==> config.mk <==
export PLATFORM = sky130hd
export DESIGN_NAME = mu_dsync_filter
export DESIGN_NICKNAME = d
export VERILOG_FILES = /design/src/rtl/mu_dsync_filter_pkg.sv /design/src/rtl/mu_dsync_filter_ch.sv /design/src/rtl/mu_dsync_filter.sv
export SDC_FILE = /design/constraint.sdc
export NUM_CORES = 1
export LEC_CHECK = 0
export ABC_AREA = 1
export BUFFER_PORTS_ARGS = -buffer_cell sky130_fd_sc_hd__buf_2
export CAP_MARGIN = 20
export CORE_AREA = 2 2 39 41
export CTS_CLUSTER_SIZE = 20
export DETAILED_ROUTE_END_ITERATION = 8
export DIE_AREA = 0 0 41 43
export GPL_TIMING_DRIVEN = 0
export HOLD_SLACK_MARGIN = 0.02
export RECOVER_POWER = 25
export SLEW_MARGIN = 10
export SYNTH_ARGS = -nofsm -noshare
export SYNTH_HDL_FRONTEND = slang
export SYNTH_SLANG_ARGS = --single-unit
==> constraint.sdc <==
create_clock -name clk -period 0.8 [get_ports clk]
set_input_delay 0 -clock clk [delete_from_list [all_inputs] [get_ports clk]]
set_output_delay 0 -clock clk [all_outputs]
set_load 0.01 [all_outputs]
==> src/rtl/mu_dsync_filter_pkg.sv <==
`default_nettype none
// +----------------------------------------------------------------------------+
// | Package : mu_sync_pkg                                                      |
// | Purpose : Shared constants and helpers for the multi-channel input         |
// |           synchroniser / glitch filter (mu_dsync_filter).                  |
// | Contents: sync_min_stages - smallest legal synchroniser chain depth        |
// |           cnt_width()     - width of the per-channel stability counter     |
// | Revision: 1.0 - initial release                                            |
// +----------------------------------------------------------------------------+
package mu_sync_pkg;

  // Two flops is the shortest chain that gives a metastable first stage a
  // full clock period to resolve before anything downstream looks at it.
  localparam int sync_min_stages = 2;

  // The counter holds 0..FILTER-1, so $clog2(FILTER+1) bits always suffice.
  // Clamped to one bit so FILTER == 1 still yields a legal vector.
  function automatic int cnt_width(input int filter);
    int w;
    w = (filter < 1) ? 1 : $clog2(filter + 1);
    if (w < 1) begin
      w = 1;
    end
    return w;
  endfunction

endpackage : mu_sync_pkg
`default_nettype wire

==> src/rtl/mu_dsync_filter_ch.sv <==
`default_nettype none
// +----------------------------------------------------------------------------+
// | Module  : mu_dsync_filter_ch                                               |
// | Purpose : One channel of the input synchroniser: STAGES-deep sync chain,   |
// |           FILTER-cycle stability filter and registered rise/fall strobes.  |
// | Ports   : clk       in   destination clock (posedge)                       |
// |           rst       in   synchronous reset, active-high                    |
// |           din_i     in   asynchronous input                                |
// |           dout_o    out  synchronised, filtered level                      |
// |           rise_o    out  one-cycle strobe, dout_o went 0->1                |
// |           fall_o    out  one-cycle strobe, dout_o went 1->0                |
// |           chg_d_o   out  next-cycle strobe (rise|fall next state), lets    |
// |                          the parent register an aligned OR of all channels |
// | Revision: 1.0 - initial release                                            |
// +----------------------------------------------------------------------------+
module mu_dsync_filter_ch
  import mu_sync_pkg::*;
#(
  parameter int   STAGES    = 2,
  parameter int   FILTER    = 1,
  parameter logic RESET_VAL = 1'b0
) (
  input  logic clk,
  input  logic rst,
  input  logic din_i,
  output logic dout_o,
  output logic rise_o,
  output logic fall_o,
  output logic chg_d_o
);

  localparam int                 c_cnt_w   = cnt_width(FILTER);
  localparam logic [c_cnt_w-1:0] c_cnt_max = c_cnt_w'(FILTER - 1);

  // --------------------------------------------------------------------------
  // Synchroniser chain. Pure flop-to-flop; the first stage is the only place
  // din_i is sampled.
  // --------------------------------------------------------------------------
  (* ASYNC_REG = "TRUE" *) logic [STAGES-1:0] sync_q;

  always_ff @(posedge clk) begin
    if (rst) begin
      sync_q <= {STAGES{RESET_VAL}};
    end else begin
      sync_q <= {sync_q[STAGES-2:0], din_i};
    end
  end

  logic sync_s;
  assign sync_s = sync_q[STAGES-1];

  // --------------------------------------------------------------------------
  // Stability filter. The counter measures how many consecutive cycles the
  // synchronised level has disagreed with the output; the new level is taken
  // on the FILTER-th such cycle. Any agreement clears the count, so short
  // glitches never reach dout_o. The counter cannot exceed c_cnt_max because
  // reaching it always results in acceptance and a clear.
  // --------------------------------------------------------------------------
  logic               dout_q, dout_d;
  logic [c_cnt_w-1:0] cnt_q, cnt_d;
  logic               rise_q, rise_d;
  logic               fall_q, fall_d;

  always_comb begin
    dout_d = dout_q;
    cnt_d  = cnt_q;
    rise_d = 1'b0;
    fall_d = 1'b0;
    if (sync_s != dout_q) begin
      if (cnt_q == c_cnt_max) begin
        dout_d = sync_s;
        cnt_d  = '0;
        rise_d = sync_s;
        fall_d = ~sync_s;
      end else begin
        cnt_d = cnt_q + c_cnt_w'(1);
      end
    end else begin
      cnt_d = '0;
    end
  end

  // Reset wins over any pending acceptance, and never produces a strobe
  // even when it moves dout_q.
  always_ff @(posedge clk) begin
    if (rst) begin
      dout_q <= RESET_VAL;
      cnt_q  <= '0;
      rise_q <= 1'b0;
      fall_q <= 1'b0;
    end else begin
      dout_q <= dout_d;
      cnt_q  <= cnt_d;
      rise_q <= rise_d;
      fall_q <= fall_d;
    end
  end

  assign dout_o  = dout_q;
  assign rise_o  = rise_q;
  assign fall_o  = fall_q;
  assign chg_d_o = rise_d | fall_d;

endmodule : mu_dsync_filter_ch
`default_nettype wire

==> src/rtl/mu_dsync_filter.sv <==
`default_nettype none
// +----------------------------------------------------------------------------+
// | Module  : mu_dsync_filter                                                  |
// | Purpose : WIDTH-channel synchroniser for asynchronous chip-edge inputs,    |
// |           with per-channel glitch filtering and registered edge strobes.   |
// | Ports   : clk         in   1      destination clock (posedge)             |
// |           rst         in   1      synchronous reset, active-high          |
// |           din         in   WIDTH  asynchronous inputs                     |
// |           dout        out  WIDTH  synchronised, filtered levels           |
// |           rise        out  WIDTH  one-cycle strobe per channel, 0->1      |
// |           fall        out  WIDTH  one-cycle strobe per channel, 1->0      |
// |           any_change  out  1      OR of all strobes, same cycle           |
// | Revision: 1.0 - initial release                                            |
// +----------------------------------------------------------------------------+
module mu_dsync_filter
  import mu_sync_pkg::*;
#(
  parameter int               WIDTH     = 1,
  parameter int               STAGES    = 2,
  parameter int               FILTER    = 1,
  parameter logic [WIDTH-1:0] RESET_VAL = '0
) (
  input  logic             clk,
  input  logic             rst,
  input  logic [WIDTH-1:0] din,
  output logic [WIDTH-1:0] dout,
  output logic [WIDTH-1:0] rise,
  output logic [WIDTH-1:0] fall,
  output logic             any_change
);

  // Illegal configurations stop elaboration rather than building something
  // that silently misbehaves.
  if (WIDTH < 1) begin : g_chk_width
    $error("mu_dsync_filter: WIDTH must be >= 1");
  end
  if (STAGES < sync_min_stages) begin : g_chk_stages
    $error("mu_dsync_filter: STAGES must be >= 2");
  end
  if (FILTER < 1) begin : g_chk_filter
    $error("mu_dsync_filter: FILTER must be >= 1");
  end

  logic [WIDTH-1:0] chg_d;

  for (genvar i = 0; i < WIDTH; i++) begin : g_ch
    mu_dsync_filter_ch #(
      .STAGES    (STAGES),
      .FILTER    (FILTER),
      .RESET_VAL (RESET_VAL[i])
    ) u_ch (
      .clk     (clk),
      .rst     (rst),
      .din_i   (din[i]),
      .dout_o  (dout[i]),
      .rise_o  (rise[i]),
      .fall_o  (fall[i]),
      .chg_d_o (chg_d[i])
    );
  end

  // Built from the channels' next-state strobes so the flop lands in the
  // same cycle as rise/fall rather than one behind.
  logic any_change_q;

  always_ff @(posedge clk) begin
    if (rst) begin
      any_change_q <= 1'b0;
    end else begin
      any_change_q <= |chg_d;
    end
  end

  assign any_change = any_change_q;

endmodule : mu_dsync_filter
`default_nettype wire

==> impl_results.md, run 1 <==
* Leakage Power at 0.180 nW
* Vias in the first global route at 150
* Initial Utilization at 0.156
* Worst R2R End: any_change$_SDFF_PP0_
* H-tree levels at 1
* Share of cells above drive strength 1 at 0.256
* Sink Count at 7
* Hold Vio Cnt, Final at 0
* Buf+Inv Stages, Crit Path at 1
* Top delay family on crit path: flip-flops
* Ranking of synthesized cells by area: dfxtp_1 65%, inv_1 12%, nor2_1 12%
* Pwr Density at 2310 nW/um2
* Post-DP HPWL at 228 um
* Root Driver: clkbuf_4
* Hold/Removal Path Class: reg2reg
* Final Max Tran Viols at 0
* Clock skew at a little under 0.006 ns
* Tmin final at around 0.72 ns
* Data arrival time of the worst path at slightly above 0.7 ns
* Count of cell types in the netlist at 5
* Finish-stage setup viols at 0
* Pre-antenna DRT Iters at 2
* Crit start category: register
* Max-cap violations at 0
* Die width at 41 um
* Ant diodes at 0
* FF-to-FF path depth at 4
* Slowest-stage cell, CP: dfxtp_1
* DRC at 0
* Maximum fanout along the worst path at 3
* Clock-pin slew on the worst setup and hold paths at 0.05 ns
* Layout Utilization at 0.227
* DIE HEIGHT at between 40 and 50 um
* R2r setup slk at 0.14 ns
* Core Footprint at 1380 um2
* Largest net degree at the start of global routing at 6
* Seq cells post-synth at 7
* Critical-path cell list: buf_2
* Port Buffer Count at 6
* Nets at 43
* Routed Antenna Nets at 0
* Total GRT Usage at 0.0564
* Syn Area/Cell at 7.97 um2
* CP max stage delay at 0.34 ns
* Final wirelength at just over 300 um
* Most Used Layer, Global Route: met3
* Status: finished clean
* Hold Path End: g_ch[0].u_ch.sync_q[1]$_SDFF_PP0_
* Global-route wire length before repair at between 500 and 600 um
* Initial antenna violation count at 0
* Syn Inst Count at 27
* Synth area leader: dfxtp_1
* CTS buffer count at 3
* Initial DRC Count at 1
* Met2 usage at 0.0563
* HP Start: g_ch[0].u_ch.sync_q[0]$_SDFF_PP0_
* Post-Syn Area at 215 um2
* Hold Path Stages at 2
* CP Capture Type: output pin
* Post-Syn Nets at 30
* Sequential area share after synthesis at 0.651
* GP Congestion at 0.613
* Warnings, synthesis at 0
* DR vias at 174
* Setup TNS at 0 ns
* Latest clock arrival within the worst-skew pair at 0.25 ns
* DIE AREA at 1760 um2
* Met3 Use GR at 0.0785
* Drt wl/cell at 5.49 um
* Met1 GRT Util at 0.0455
* CTS tree: built
* Period utilisation layout at 0.905
* RSZ-0062 raised after global routing: false
* Worst VDD drop at 0.841 mV
* CP Data Required Time at about 0.80 ns
* Placement Rows at 14
* Critical path class: reg2out
* GRT Residual Overflow at 0
* Commonest cells after routing, fill and taps aside: 7 x inv_1, 7 x dfxtp_1, 6 x nor2_1, 6 x buf_2, 5 x nand2_1
* Fmax at 1.38 GHz
* Hold slack at 0.399 ns
* Layout area overhead at 45.9%
* I/O pins at 7
* Vias per cell at 3.16
* Worst reg2reg path startpoint: g_ch[0].u_ch.dout_o$_SDFFE_PP0P_
* Bufs on Longest Clock Path at 2
* Post-synth top area share at 0.651
-- synth_stat cells --
| master | number |
|---|---|
| inv_1 | 7 |
| nand2_1 | 5 |
| dfxtp_1 | 7 |
| conb_1 | 1 |
| nor2_1 | 7 |
-- final cells by class --
| type | instances | area, um2 |
|---|---|---|
| fillers | 161 | 1070 |
| flip-flops and latches | 7 | 140 |
| multi-input cells | 13 | 51.3 |
| repair buffers | 8 | 50.0 |
| clock buffers | 4 | 26.3 |
| inverters | 7 | 26.3 |
| well taps | 16 | 20.0 |
-- cell families (layout without fill, tap and decap cells) --
kind of cell	after synthesis	in the layout	synth area share
flops	7	7	0.651
buf+inv	7	19	0.122
simple gates	12	12	0.209
other cells	1	1	0.0174
-- worst max-delay path by stage --
stage	from	endpoint	slack, ns	cells after the start
floorplan	g_ch[0].u_ch.dout_o$_SDFFE_PP0P_	any_change$_SDFF_PP0_	0.12	4
global placement	g_ch[0].u_ch.dout_o$_SDFFE_PP0P_	any_change$_SDFF_PP0_	0.15	4
detailed placement	g_ch[0].u_ch.dout_o$_SDFFE_PP0P_	any_change$_SDFF_PP0_	0.14	4
CTS	g_ch[0].u_ch.dout_o$_SDFFE_PP0P_	dout	0.06	1
global route	rst	any_change$_SDFF_PP0_	0.01	5
finish	g_ch[0].u_ch.dout_o$_SDFFE_PP0P_	dout	0.08	1
-- power breakdown --
group / switching (mW) / internal, mW / total (mW) / leakage [nW]
registers: 0.00588 / 0.363 / 0.369 / 0.0576
clock network: 0.121 / 0.190 / 0.311 / 0.0150
logic: 0.0223 / 0.0218 / 0.0441 / 0.108
-- registers in the layout (all words and copies together) (netlist names) --
name,flops
g_ch.u_ch.sync_q,2
g_ch.u_ch.fall_o,1
any_change,1
g_ch.u_ch.rise_o,1
g_ch.u_ch.dout_o,1
g_ch.u_ch.cnt_q,1
-- layer usage --
| layer | part of all wire | vias to the layer above |
|---|---|---|
| li1 | - | 97 |
| met1 | 0.48 | 71 |
| met2 | 0.41 | 6 |
| met3 | 0.11 | 0 |
| met4 | 0 | 0 |
| met5 | 0 | - |
-- metrics by stage --
step / setup WS [ns] / instances / cell area (um2) / power [mW]
final: 0.0757 / 55 / 314 / 0.725
after global routing: 0.0138 / 55 / 314 / 0.773
after CTS: 0.0590 / 55 / 312 / 0.744
after detailed placement: 0.142 / 49 / 265 / 0.413
after global placement: 0.147 / 49 / 265 / 0.411
after floorplan: 0.120 / 27 / 215 / 0.396
-- timing repair --
action / in CTS / in global routing
endpoints found under the hold margin: 2 / 0
setup endpoints to repair: 0 / 1
hold buffers: 2 / 0
resized for setup: 0 / 1
buffers inserted: 0 / 0
(Power assumes the default switching activity.)
==> inputs of run 2 (changes only) <==
--- a/config.mk
+++ b/config.mk
@@ -15,7 +15,9 @@
 export GPL_TIMING_DRIVEN = 0
 export HOLD_SLACK_MARGIN = 0.02
 export RECOVER_POWER = 25
+export SETUP_SLACK_MARGIN = 0.1
 export SLEW_MARGIN = 10
 export SYNTH_ARGS = -nofsm -noshare
 export SYNTH_HDL_FRONTEND = slang
+export SYNTH_HIERARCHICAL = 1
 export SYNTH_SLANG_ARGS = --single-unit
==> impl_results.md, run 2 <==
* Maximum fanout along the worst path at 6 (+3)
* Synth area leader: dfxtp_1
* Post-DP HPWL at 236 um (+3.8%)
* CTS buffer count at 3 (unchanged)
* DIE AREA at 1760 um2 (unchanged)
* Vias in the first global route at 161 (+7.3%)
* Root Driver: clkbuf_4
* Max FFs per register at 2 (unchanged)
* Largest net degree at the start of global routing at 7 (+1)
* Sequential area share after synthesis at 0.663 (+0.0116)
* CTS tree: built
* Post-synth top area share at 0.663 (+0.0116)
* RSZ-0062 raised after global routing: true
* Global-route wire length before repair at 510 um (-5.2%)
* Worst reg2reg path startpoint: g_ch[0].u_ch/cnt_q$_SDFF_PP0_
* Post-synth EDFFs at 0 (unchanged)
* CP Data Required Time at 0.93 ns (+0.13 ns)
* CP Capture Type: register
* Final Power at 706 uW (-2.5%)
* Layout area overhead at 46.2%
* Hold/Removal Path Class: reg2reg
* Hold Path End: g_ch[0].u_ch/sync_q[1]$_SDFF_PP0_
* Drt wl/cell at 6.37 um (+16%)
* DRC at 0 (unchanged)
* GP Congestion at 0.575 (-6.2%)
* Sink Count at 7 (unchanged)
* Setup bufs post-CTS at 0 (unchanged)
* FF-to-FF path depth at 5 (+1)
* Ant diodes at 0 (unchanged)
* Initial DRC Count at 1 (unchanged)
* Area used by multi-input combinational logic at 56.3 um2 (+9.8%)
* Final wirelength at 325 um (+7.6%)
* Placed cell areas at 263 um2 (-0.94%)
* Post-Syn Area at 211 um2 (-1.7%)
* Final instance area at 309 um2 (-1.6%)
* Data arrival time of the worst path at 0.84 ns (+0.12 ns)
* Period utilisation layout at 0.896 (-0.00951)
* Critical path class: in2reg
* Final worst slack at 0.0833 ns (+0.00761 ns)
* Commonest cells after routing, fill and taps aside: 5 x dfxtp_1, 5 x buf_2, 4 x nor2_1
* Ranking of synthesized cells by area: dfxtp_1 66%, inv_1 7.1%, nand3b_1 7.1%
* Nets at 39 (-9.3%)
* Status: finished clean
* CP Launch Point: rst
* Port Buffer Count at 6 (unchanged)
* Final Max Tran Viols at 0 (unchanged)
* Worst VDD drop at 1.07 mV (+27%)
* Core Footprint at 1380 um2 (unchanged)
* Placed instance count at 45 (-8.2%)
* Seq cells post-synth at 7 (unchanged)
* Finish-stage setup viols at 0 (unchanged)
* Worst R2R End: any_change$_SDFF_PP0_
* Tmin final at 0.717 ns (-0.00761 ns)
* Routed Antenna Nets at 0 (unchanged)
* Post-Syn Nets at 26 (-13%)
* Max-cap violations at 0 (unchanged)
* DR vias at 164 (-5.7%)
* Clock-pin slew on the worst setup and hold paths at 0.05 ns (about the same)
* Initial antenna violation count at 0 (unchanged)
* # fillers at 155 (-3.7%)
* I/O pins at 7 (unchanged)
* Hold Vio Cnt, Final at 0 (unchanged)
* Cell with the most instances after synthesis: dfxtp_1
* Total GRT Usage at 0.0524 (-0.00398)
* H-tree levels at 1 (unchanged)
* Pre-CTS setup slack at 0.0605 ns (-0.0815 ns)
* HP Start: g_ch[0].u_ch/sync_q[0]$_SDFF_PP0_
* Top post-synthesis cells by count: 7 x dfxtp_1, 4 x inv_1, 4 x nor2_1
* Storage cell area at 143 um2 (+1.8%)
* Syn Inst Count at 23 (-15%)
* Fmax at 1.40 GHz (+1.1%)
* DIE HEIGHT at 43 um (unchanged)
* Clock skew at 0.000738 ns (-0.00520 ns)
* Count of cell types in the netlist at 8 (+3)
* Main synth FF type: dfxtp_1
* Latest clock arrival within the worst-skew pair at 0.24 ns (about the same)
* Layout Utilization at 0.223 (-0.00362)
* Vias per cell at 3.22 (+1.6%)
* Pre-antenna DRT Iters at 2 (unchanged)
* Largest register by flop count: g_ch.u_ch/sync_q
* Crit start category: primary input
* Pwr Density at 2290 nW/um2 (-0.97%)
* Warnings, synthesis at 6 (+6)
* GRT Residual Overflow at 0 (unchanged)
* Hold Path Stages at 2 (unchanged)
* Placement Rows at 14 (unchanged)
* Leakage Power at 0.147 nW (-19%)
* Share of cells above drive strength 1 at 0.343 (+0.0864)
* Setup TNS at 0 ns (unchanged)
* R2r setup slk at 0.08 ns (-0.06 ns)
* Bufs on Longest Clock Path at 2 (unchanged)
* Die width at 41 um (unchanged)
* Final std cells w/o fill at 51 (-7.3%)
* Initial Utilization at 0.153 (-0.00271)
* Asr flop ratio synth at 0 (unchanged)
* Syn Area/Cell at 9.19 um2 (+15%)
* Hold slack at 0.400 ns (+0.000850 ns)
==> run 2: timing repair <==
item | in CTS | in global routing
resized for setup | 2 | 0
hold buffers | 2 | 0
setup endpoints to repair | 2 | 2
hold endpoints to repair | 6 | 0
pin swaps | 2 | 0
==> run 2: final cells by class <==
class / instances / area share
Inverter: 4 / 0.0486
Tap cell: 16 / 0.0648
Sequential cell: 7 / 0.462
Clock buffer: 4 / 0.0850
Multi-Input combinational cell: 12 / 0.182
Timing Repair Buffer: 8 / 0.158
==> run 2: worst max path at each step <==
stage / slack [ns] / cells after the start / end
6_report: 0.08 / 3 / g_ch[0].u_ch/fall_o$_SDFF_PP0_
5_1_grt: 0.04 / 3 / g_ch[0].u_ch/fall_o$_SDFF_PP0_
4_1_cts: 0.08 / 1 / dout
3_5_place_dp: 0.06 / 5 / any_change$_SDFF_PP0_
3_3_place_gp: 0.09 / 5 / any_change$_SDFF_PP0_
2_1_floorplan: 0.1 / 4 / any_change$_SDFF_PP0_
==> run 2: kinds of logic after synthesis <==
group                  count (synthesis)  share of synthesized area
buffers and inverters                  4                     0.0710
AO/OA/AOI/OAI                          1                     0.0236
flip-flops                             7                      0.663
other                                  1                     0.0177
AND/OR/NAND/NOR                       10                      0.225
==> run 2: critical path: stages <==
cell           delay, ns
dlygate4sd3_1       0.53
clkbuf_1            0.24
nor2_1              0.08
==> run 2: report_power, final <==
part | switching [mW] | leakage [nW] | internal, mW | total [mW]
Clock | 0.117 | 0.0150 | 0.189 | 0.306
Combinational | 0.0166 | 0.0740 | 0.0172 | 0.0338
Sequential | 0.00501 | 0.0578 | 0.361 | 0.367
Total | 0.138 | 0.147 | 0.568 | 0.706
==> run 2: routing by layer <==
| layer | vias to the layer above | GRT usage | routed length (um) |
|---|---|---|---|
| met4 | 0 | 0.0400 | 0 |
| met3 | 0 | 0.0785 | 56 |
| met2 | 9 | 0.0750 | 152 |
| li1 | 91 | - | - |
| met5 | - | 0 | 0 |
| met1 | 64 | 0.0228 | 116 |
==> inputs of run 3 (changes only) <==
--- a/config.mk
+++ b/config.mk
@@ -19,5 +19,4 @@
 export SLEW_MARGIN = 10
 export SYNTH_ARGS = -nofsm -noshare
 export SYNTH_HDL_FRONTEND = slang
-export SYNTH_HIERARCHICAL = 1
 export SYNTH_SLANG_ARGS = --single-unit
==> impl_results.md, run 3 (synthesis results as in run 1) <==
* Hold/Removal Path Class: in2reg
* H-tree levels at 1 (unchanged)
* Nets at 44 (+13%)
* CTS tree: built
* Combinational share of power at 0.074 (+0.026)
* # fillers at 158 (+1.9%)
* Routed Antenna Nets at 0 (unchanged)
* Final Max Tran Viols at 0 (unchanged)
* Max-cap violations at 0 (unchanged)
* Hold Vio Cnt, Final at 0 (unchanged)
* Largest net degree at the start of global routing at 5 (-2)
* Core Footprint at 1380 um2 (unchanged)
* Initial antenna violation count at 0 (unchanged)
* CP max stage delay at 0.35 ns (-0.18 ns)
* Maximum fanout along the worst path at 3 (-3)
* Largest register by flop count: g_ch.u_ch.sync_q
* Vias per cell at 3.21 (about the same)
* Placed instance count at 49 (+8.9%)
* Worst path depth at 1 (-2)
* DIE AREA at 1760 um2 (unchanged)
* DRC at 0 (unchanged)
* Vias in the first global route at 155 (-3.7%)
* Ant diodes at 0 (unchanged)
* R2r setup slk at 0.14 ns (+0.06 ns)
* Sink Count at 7 (unchanged)
* Top delay family on crit path: flip-flops
* Crit start category: register
* Clk pwr share at 0.424 (-0.009)
* Flop pwr share at 0.503 (-0.016)
* Initial Utilization at 0.156 (+0.00271)
* FF-to-FF path depth at 4 (-1)
* Status: finished clean
* GRT Residual Overflow at 0 (unchanged)
* Worst VDD drop at 0.851 mV (-20%)
* Bufs on Longest Clock Path at 2 (unchanged)
* Final wirelength at 356 um (+9.5%)
* Switching share of power at 0.212 (+0.0161)
* Placement Rows at 14 (unchanged)
* Hold Path Stages at 4 (+2)
* Setup TNS at 0 ns (unchanged)
* Tmin final at 0.702 ns (-0.0151 ns)
* DR vias at 180 (+9.8%)
* Total GRT Usage at 0.0594 (+0.00700)
* Leakage Power at 0.192 nW (+31%)
* Drt wl/cell at 6.36 um (-0.24%)
* Post-DP HPWL at 228 um (-3.7%)
* CP Capture Type: output pin
* Final worst slack at 0.0984 ns (+0.0151 ns)
* Buf+Inv Stages, Crit Path at 1 (-1)
* Layout area overhead at 57.0%
* Clock-pin slew on the worst setup and hold paths at 0.05 ns (about the same)
* DIE HEIGHT at 43 um (unchanged)
* Data arrival time of the worst path at 0.70 ns (-0.14 ns)
* Critical-path cell list: buf_6
* Die width at 41 um (unchanged)
* Final std cells w/o fill at 56 (+9.8%)
* Int Power at 583 uW (+2.7%)
* Port Buffer Count at 6 (unchanged)
* Commonest cells after routing, fill and taps aside: 6 x inv_1, 6 x dfxtp_1, 5 x nor2_1
* Fmax at 1.43 GHz (+2.2%)
* Critical path class: reg2out
* Clock skew at 0.00623 ns (+0.00550 ns)
* Pwr Density at 2190 nW/um2 (-4.1%)
* Latest clock arrival within the worst-skew pair at 0.25 ns (about the same)
* RSZ-0062 raised after global routing: true
* Share of cells above drive strength 1 at 0.325 (-0.0179)
* Max FFs per register at 2 (unchanged)
* Slowest-stage cell, CP: dfxtp_2
* CP Data Required Time at 0.80 ns (-0.13 ns)
* Global-route wire length before repair at 565 um (+11%)
* I/O pins at 7 (unchanged)
* Root Driver: clkbuf_4
* Sw power at 157 uW (+13%)
* Initial DRC Count at 1 (unchanged)
* Period utilisation layout at 0.877 (-0.0189)
* GP Congestion at 0.613 (+6.6%)
* CTS buffer count at 3 (unchanged)
* Finish-stage setup viols at 0 (unchanged)
* Pre-CTS setup slack at 0.142 ns (+0.0815 ns)
* Pre-antenna DRT Iters at 2 (unchanged)
==> run 3: worst reg2reg max path: cells and delay by family, from the launching register on <==
family	cells	cell delay, ns
flops	1	0.35
buf+inv	1	0.05
simple gates	3	0.22
==> run 3: final cells by class <==
type                            instances  area [um2]  area share
Timing Repair Buffer                    9        67.6       0.200
Inverter                                7        26.3      0.0778
Tap cell                               16        20.0      0.0593
Clock buffer                            4        26.3      0.0778
Sequential cell                         7         141       0.419
Multi-Input combinational cell         13        56.3       0.167
==> run 3: per-stage QoR <==
stage / util / total power, mW / area (um2) / hold WS, ns
after CTS: 0.238 / 0.752 / 329 / 0.0442
after detailed placement: 0.192 / 0.413 / 265 / 0.211
after floorplan: - / 0.396 / 215 / 0.0712
after global placement: 0.192 / 0.411 / 265 / 0.202
final: 0.244 / 0.740 / 338 / 0.112
after global routing: 0.244 / 0.787 / 338 / 0.155
==> run 3: path summary, 6_finish.rpt <==
check                                    startpoint                                 to
hold reg to reg   g_ch[0].u_ch.sync_q[0]$_SDFF_PP0_  g_ch[0].u_ch.sync_q[1]$_SDFF_PP0_
hold / removal                                  rst     g_ch[0].u_ch.fall_o$_SDFF_PP0_
setup reg to reg   g_ch[0].u_ch.dout_o$_SDFFE_PP0P_              any_change$_SDFF_PP0_
setup / recovery   g_ch[0].u_ch.dout_o$_SDFFE_PP0P_                               dout
==> run 3: timing repair <==
item | 4_1_cts | 5_1_grt
hold buffers | 3 | 0
buffers inserted | 0 | 0
setup endpoints to repair | 1 | 7
resized for setup | 2 | 5
pin swaps | 0 | 2
hold endpoints to repair | 2 | 0
==> run 3: metal layers <==
layer	vias up	global-route usage	part of all wire
li1	97	-	-
met1	75	0.0487	0.43
met2	8	0.0625	0.46
met3	0	0.0785	0.11
met4	0	0.0600	0
met5	-	0	0
==> run 3: power by group through the flow <==
stage                     Combinational (mW)  Sequential (mW)  Clock [mW]
after detailed placement              0.0361            0.377           0
after floorplan                       0.0169            0.379           0
after global placement                0.0350            0.376           0
final                                 0.0544            0.372       0.314
after global routing                  0.0618            0.373       0.352
after CTS                             0.0509            0.371       0.331
